===== src/rtl/vibrato_scheduler.sv =====
// Shared vibrato engine: walks all operator slots once per sample period and
// writes each slot's vibrato offset, owning the single 13-bit LFO index.
module vibrato_scheduler #(
  parameter int NUM_SLOTS  = 18,
  parameter int FNUM_WIDTH = 10,
  parameter int SLOT_WIDTH = 5
) (
  input  logic                  clk,
  input  logic                  rst,
  input  logic                  sample_clk_en,
  input  logic                  dvb,
  output logic                  rd_en,
  output logic [SLOT_WIDTH-1:0] rd_slot,
  input  logic [FNUM_WIDTH-1:0] rd_fnum,
  input  logic                  rd_vib,
  output logic                  wr_en,
  output logic [SLOT_WIDTH-1:0] wr_slot,
  output logic [FNUM_WIDTH-1:0] wr_vib_val,
  output logic [12:0]           lfo_index,
  output logic                  busy,
  output logic                  frame_done,
  output logic                  overrun
);

  // state | meaning
  // IDLE  | waiting for sample_clk_en to start a frame
  // RUN   | one register-file read per cycle, slots 0..NUM_SLOTS-1
  // DRAIN | reads finished, flushing the read/write pipeline
  typedef enum logic [1:0] {IDLE, RUN, DRAIN} state_t;

  localparam logic [SLOT_WIDTH-1:0] LAST_SLOT = SLOT_WIDTH'(NUM_SLOTS - 1);

  state_t                  state, state_nxt;
  logic [SLOT_WIDTH-1:0]   cnt;
  logic [12:0]             frame_index;
  logic                    dvb_q;
  logic                    p1_valid;
  logic [SLOT_WIDTH-1:0]   p1_slot;
  logic [FNUM_WIDTH-1:0]   d0, d1, d2, vib_val;

  always_ff @(posedge clk) begin
    if (rst) state <= IDLE;
    else     state <= state_nxt;
  end

  // DRAIN leaves on the registered frame_done, i.e. the cycle of the last write
  always_comb begin
    state_nxt = state;
    case (state)
      IDLE:    if (sample_clk_en)    state_nxt = RUN;
      RUN:     if (cnt == LAST_SLOT) state_nxt = DRAIN;
      DRAIN:   if (frame_done)       state_nxt = IDLE;
      default: state_nxt = IDLE;
    endcase
  end

  assign rd_en   = (state == RUN);
  assign rd_slot = rd_en ? cnt : '0;
  assign busy    = (state != IDLE);

  always_comb begin
    d0      = rd_fnum >> 7;
    d1      = (frame_index[11:10] == 2'b11) ? (d0 >> 1) : d0;
    d2      = dvb_q ? d1 : (d1 >> 1);
    vib_val = '0;
    if (rd_vib) vib_val = frame_index[12] ? ~d2 : d2;
  end

  always_ff @(posedge clk) begin
    if (rst) begin
      cnt         <= '0;
      lfo_index   <= '0;
      frame_index <= '0;
      dvb_q       <= 1'b0;
      p1_valid    <= 1'b0;
      p1_slot     <= '0;
      wr_en       <= 1'b0;
      wr_slot     <= '0;
      wr_vib_val  <= '0;
      frame_done  <= 1'b0;
      overrun     <= 1'b0;
    end else begin
      if (sample_clk_en) lfo_index <= lfo_index + 13'd1;
      overrun <= sample_clk_en && (state != IDLE);
      if (state == IDLE && sample_clk_en) begin
        frame_index <= lfo_index + 13'd1;
        dvb_q       <= dvb;
        cnt         <= '0;
      end else if (state == RUN) begin
        cnt <= cnt + SLOT_WIDTH'(1);
      end
      // stage 1 tracks the outstanding read; stage 2 is the registered write
      p1_valid   <= rd_en;
      p1_slot    <= rd_slot;
      wr_en      <= p1_valid;
      frame_done <= p1_valid && (p1_slot == LAST_SLOT);
      if (p1_valid) begin
        wr_slot    <= p1_slot;
        wr_vib_val <= vib_val;
      end
    end
  end

endmodule


===== config.mk =====
export PLATFORM = sky130hd
export DESIGN_NAME = vibrato_scheduler
export DESIGN_NICKNAME = d
export VERILOG_FILES = /design/src/rtl/vibrato_scheduler.sv
export SDC_FILE = /design/constraint.sdc
export NUM_CORES = 1
export LEC_CHECK = 0
export ABC_AREA = 1
export ABC_CLOCK_PERIOD_IN_PS = 2300
export BUFFER_PORTS_ARGS = -buffer_cell sky130_fd_sc_hd__buf_4
export CORE_MARGIN = 2
export CORE_UTILIZATION = 55
export CTS_CLUSTER_DIAMETER = 80
export CTS_CLUSTER_SIZE = 16
export DETAILED_ROUTE_END_ITERATION = 12
export PLACE_DENSITY = 0.83
export REMOVE_ABC_BUFFERS = 1
export SLEW_MARGIN = 15
export SYNTH_ARGS = -nofsm -noshare
export SYNTH_HDL_FRONTEND = slang
export SYNTH_SLANG_ARGS = --single-unit

===== constraint.sdc =====
create_clock -name clk -period 2.3 [get_ports clk]
set_clock_uncertainty 0.05 [all_clocks]
set_input_delay 0.46 -clock clk [delete_from_list [all_inputs] [get_ports clk]]
set_output_delay 0.46 -clock clk [all_outputs]
set_load 0.005 [all_outputs]

==> flow_metrics.tcl <==
set metrics [dict create \
    initial_core_util_pct 57.4 \
    setup_violations 0 \
    htreeDepth 2 \
    reg2reg_slack_ps 880 \
    synth-edff-count 0 \
    synth_top_family_by_area "simple AND/OR/NAND/NOR gates" \
    yosysSeqAreaShare_pct 43.6 \
    hold_viol_final 0 \
    cp.arrival_ps 1370 \
    synthArstFlopShare_pct 0 \
    synth-compound-area-share_pct 7.71 \
    die_w_um 63.2 \
    synth_fa_ha_area_share_pct 1.94 \
    core-area_sq_um 3360 \
    path_class "reg -> out" \
    vias_per_cell 5.01 \
    num_vias 1752 \
    cts_made_buffers 5 \
    antenna_found_initial 0 \
    portBuffers 45 \
    netlist.area_leader.share_pct 43.6 \
    yosysTopAreaCell "dfxtp_1" \
    syn_area_sq_um 1930 \
    clk_pin_slew_ps 120 \
    fin_nets 321 \
    antenna_left 0 \
    wirelength_um 3820 \
    grtUsageTotal_pct 20.7 \
    rsz0062_at_grt "false" \
    pwr-share-comb_pct 12.4 \
    post_cts_resize_count 0 \
    ys.flop_type "dfxtp_1" \
    p_per_area_nw_per_um2 570 \
    end_kind "output port" \
    avgSynthCellArea_sq_um 7.37 \
    detail_route.wl_per_cell_um 10.9 \
    grt_pass1_vias 1563 \
    syn-instance-count 262 \
    outcome "finished, final reports clean" \
    areaGrowthSynthToFinish_pct 19.2 \
    start_kind "register" \
    drt_iter0_markers 89 \
    slew_violations 0 \
    synth_simple_gate_area_share_pct 34.2 \
    final.setup.tns_ps 0 \
    gp_congestion 0.837 \
    diodes 0 \
    synth_area_leaders "dfxtp_1 44%, nand2_1 9.9%, nor2_1 7.8%" \
    ir_drop_v 0.000416 \
    cp.required_ps 1790 \
    crit_path_start "state[0]$_SDFFE_PP0P_" \
    muxShareOfSynthArea_pct 0 \
    p_int_uw 944 \
    p_leak_uw 0.00107 \
    hp-class "in -> reg" \
    cts_setup_buffers 0 \
    fillCellCount 321 \
    hpwl_um 2850 \
    period_minus_slack_ps 1880 \
    r2r_cells 8 \
    cts-root-buf "clkbuf_4" \
    max-cap-violations 0 \
    synth-xor-area-share_pct 0.907 \
    setup_ws_ps 418 \
    regToRegEndpoint "frame_index[10]$_SDFFE_PP0P_" \
    cts_hold_buf 0 \
    sw_frac_of_total_pct 28.1 \
    grt_max_degree 21 \
    cts_tree "done" \
    io_pins 53 \
    post-place-ws_ps 607 \
    grt_pass1_wl_um 6690 \
    power_frac_clock_pct 28.1 \
    fin_crit_sh_pct 81.8 \
    dieArea_sq_um 4000 \
    clock_sinks 42 \
    drc 0 \
    p_seq_share_pct 59.5 \
    dieHeight_um 63.2 \
    r2r-start "lfo_index[0]$_SDFFE_PP0P_" \
    cts_max_path_buffers 2 \
    slew_headroom_pct 68.3 \
    tightestPinTransition_ps 475 \
    crit_end "rd_slot[0]" \
    grt_overflow 0 \
    ys_ff_latch 42 \
    drive_gt1_share_pct 23.0 \
    yosysWarnings 0 \
    cp_max_fo 7 \
    ys_types 27 \
    clk_latency_ps 360 \
    p_switching_uw 368 \
    rows 21 \
    drt_pass1_iterations 5 \
    whs_path_depth 3 \
    max_freq_mhz 531 \
]
per-layer routing:
layer / up-vias / part of all wire, % / GRT usage (%)
met5: - / 0 / 0
met4: 0 / 1.6 / 8.15
met3: 9 / 4.2 / 5.18
met2: 32 / 48 / 34.7
met1: 796 / 46 / 25.4
li1: 915 / - / -
cell usage after synthesis (2+ instances only):
| master | n |
|---|---|
| nand2_1 | 51 |
| dfxtp_1 | 42 |
| nor2_1 | 40 |
| inv_1 | 33 |
| nand3_1 | 22 |
| o21ai_0 | 13 |
| a21oi_1 | 11 |
| buf_4 | 6 |
| nor3_1 | 5 |
| nand4_1 | 4 |
| nor2_2 | 4 |
| nor2_4 | 4 |
| buf_2 | 3 |
| ha_1 | 3 |
| inv_2 | 3 |
| nand3_2 | 3 |
| a31oi_1 | 2 |
| buf_6 | 2 |
| nand3b_1 | 2 |
| xor2_1 | 2 |
area by class of cell:
| class | instances | area [sq um] | share of cell area [%] |
|---|---|---|---|
| Clock inverter | 3 | 21.3 | 0.924 |
| Clock buffer | 5 | 37.5 | 1.63 |
| Tap cell | 46 | 57.6 | 2.50 |
| Inverter | 37 | 144 | 6.25 |
| Sequential cell | 42 | 841 | 36.5 |
| Multi-Input combinational cell | 172 | 863 | 37.5 |
| Timing Repair Buffer | 45 | 338 | 14.7 |
how the worst min path moves through the flow:
stage | startpoint | to | slack (ps)
after floorplan | p1_slot[2]$_SDFF_PP0_ | frame_done$_SDFF_PP0_ | 360
after global placement | p1_slot[3]$_SDFF_PP0_ | frame_done$_SDFF_PP0_ | 380
after detailed placement | p1_slot[3]$_SDFF_PP0_ | frame_done$_SDFF_PP0_ | 380
after CTS | dvb | dvb_q$_SDFFE_PP0P_ | 280
after global routing | dvb | dvb_q$_SDFFE_PP0P_ | 280
final | dvb | dvb_q$_SDFFE_PP0P_ | 290
per-stage QoR:
step / utilization (%) / hold WS (ps) / total power, uW / cell area (sq um) / std cells
floorplan: - / 361 / 884 / 1850 / 251
global placement: 66.7 / 376 / 956 / 2240 / 342
detailed placement: 66.7 / 384 / 960 / 2240 / 342
CTS: 68.5 / 283 / 1330 / 2300 / 350
global route: 68.5 / 277 / 1380 / 2300 / 350
finish: 68.5 / 287 / 1310 / 2300 / 350
cells in the final DEF, fill, tap and decap left out, types with 2 or more instances in the layout:
cell      synthesis  routed
a21oi_1          11      11
a31oi_1           2       2
buf_4             6      45
clkbuf_4          0       5
dfxtp_1          42      42
ha_1              3       3
inv_1            33      33
inv_2             3       3
nand2_1          51      51
nand3_1          22      22
nand3_2           3       3
nand3b_1          2       2
nand4_1           4       4
nor2_1           40      40
nor2_2            4       4
nor2_4            4       4
nor3_1            5       5
o21ai_0          13      13
xor2_1            2       2
registers in the layout (all words and copies together) (netlist names), 2 cells and up:
signal and count:
lfo_index 13, cnt 5, p1_slot 5, wr_slot 5
wr_vib_val 4, frame_index 3, state 2
power groups by stage:
stage	combinational (uW)	clock, uW	sequential [uW]
2_1_floorplan	89.1	0	795
3_3_place_gp	159	0	797
3_5_place_dp	162	0	798
4_1_cts	164	380	782
5_1_grt	184	410	787
6_report	162	369	781
worst max-delay path, stage by stage (launching register included):
cell	delay, ps
dfxtp_1	370
inv_1	90
nor2_4	160
inv_2	110
nor2_1	160
buf_4	140
cell families (layout without fill, tap and decap cells):
group                    Yosys count  count (layout)
flip-flops                        42              42
adder cells (fa/ha/maj)            3               3
buffers and inverters             48              90
AND/OR/NAND/NOR                  139             139
AO/OA/AOI/OAI                     28              28
XOR/XNOR                           2               2
No activity file was read; power rests on OpenSTA's default activity.
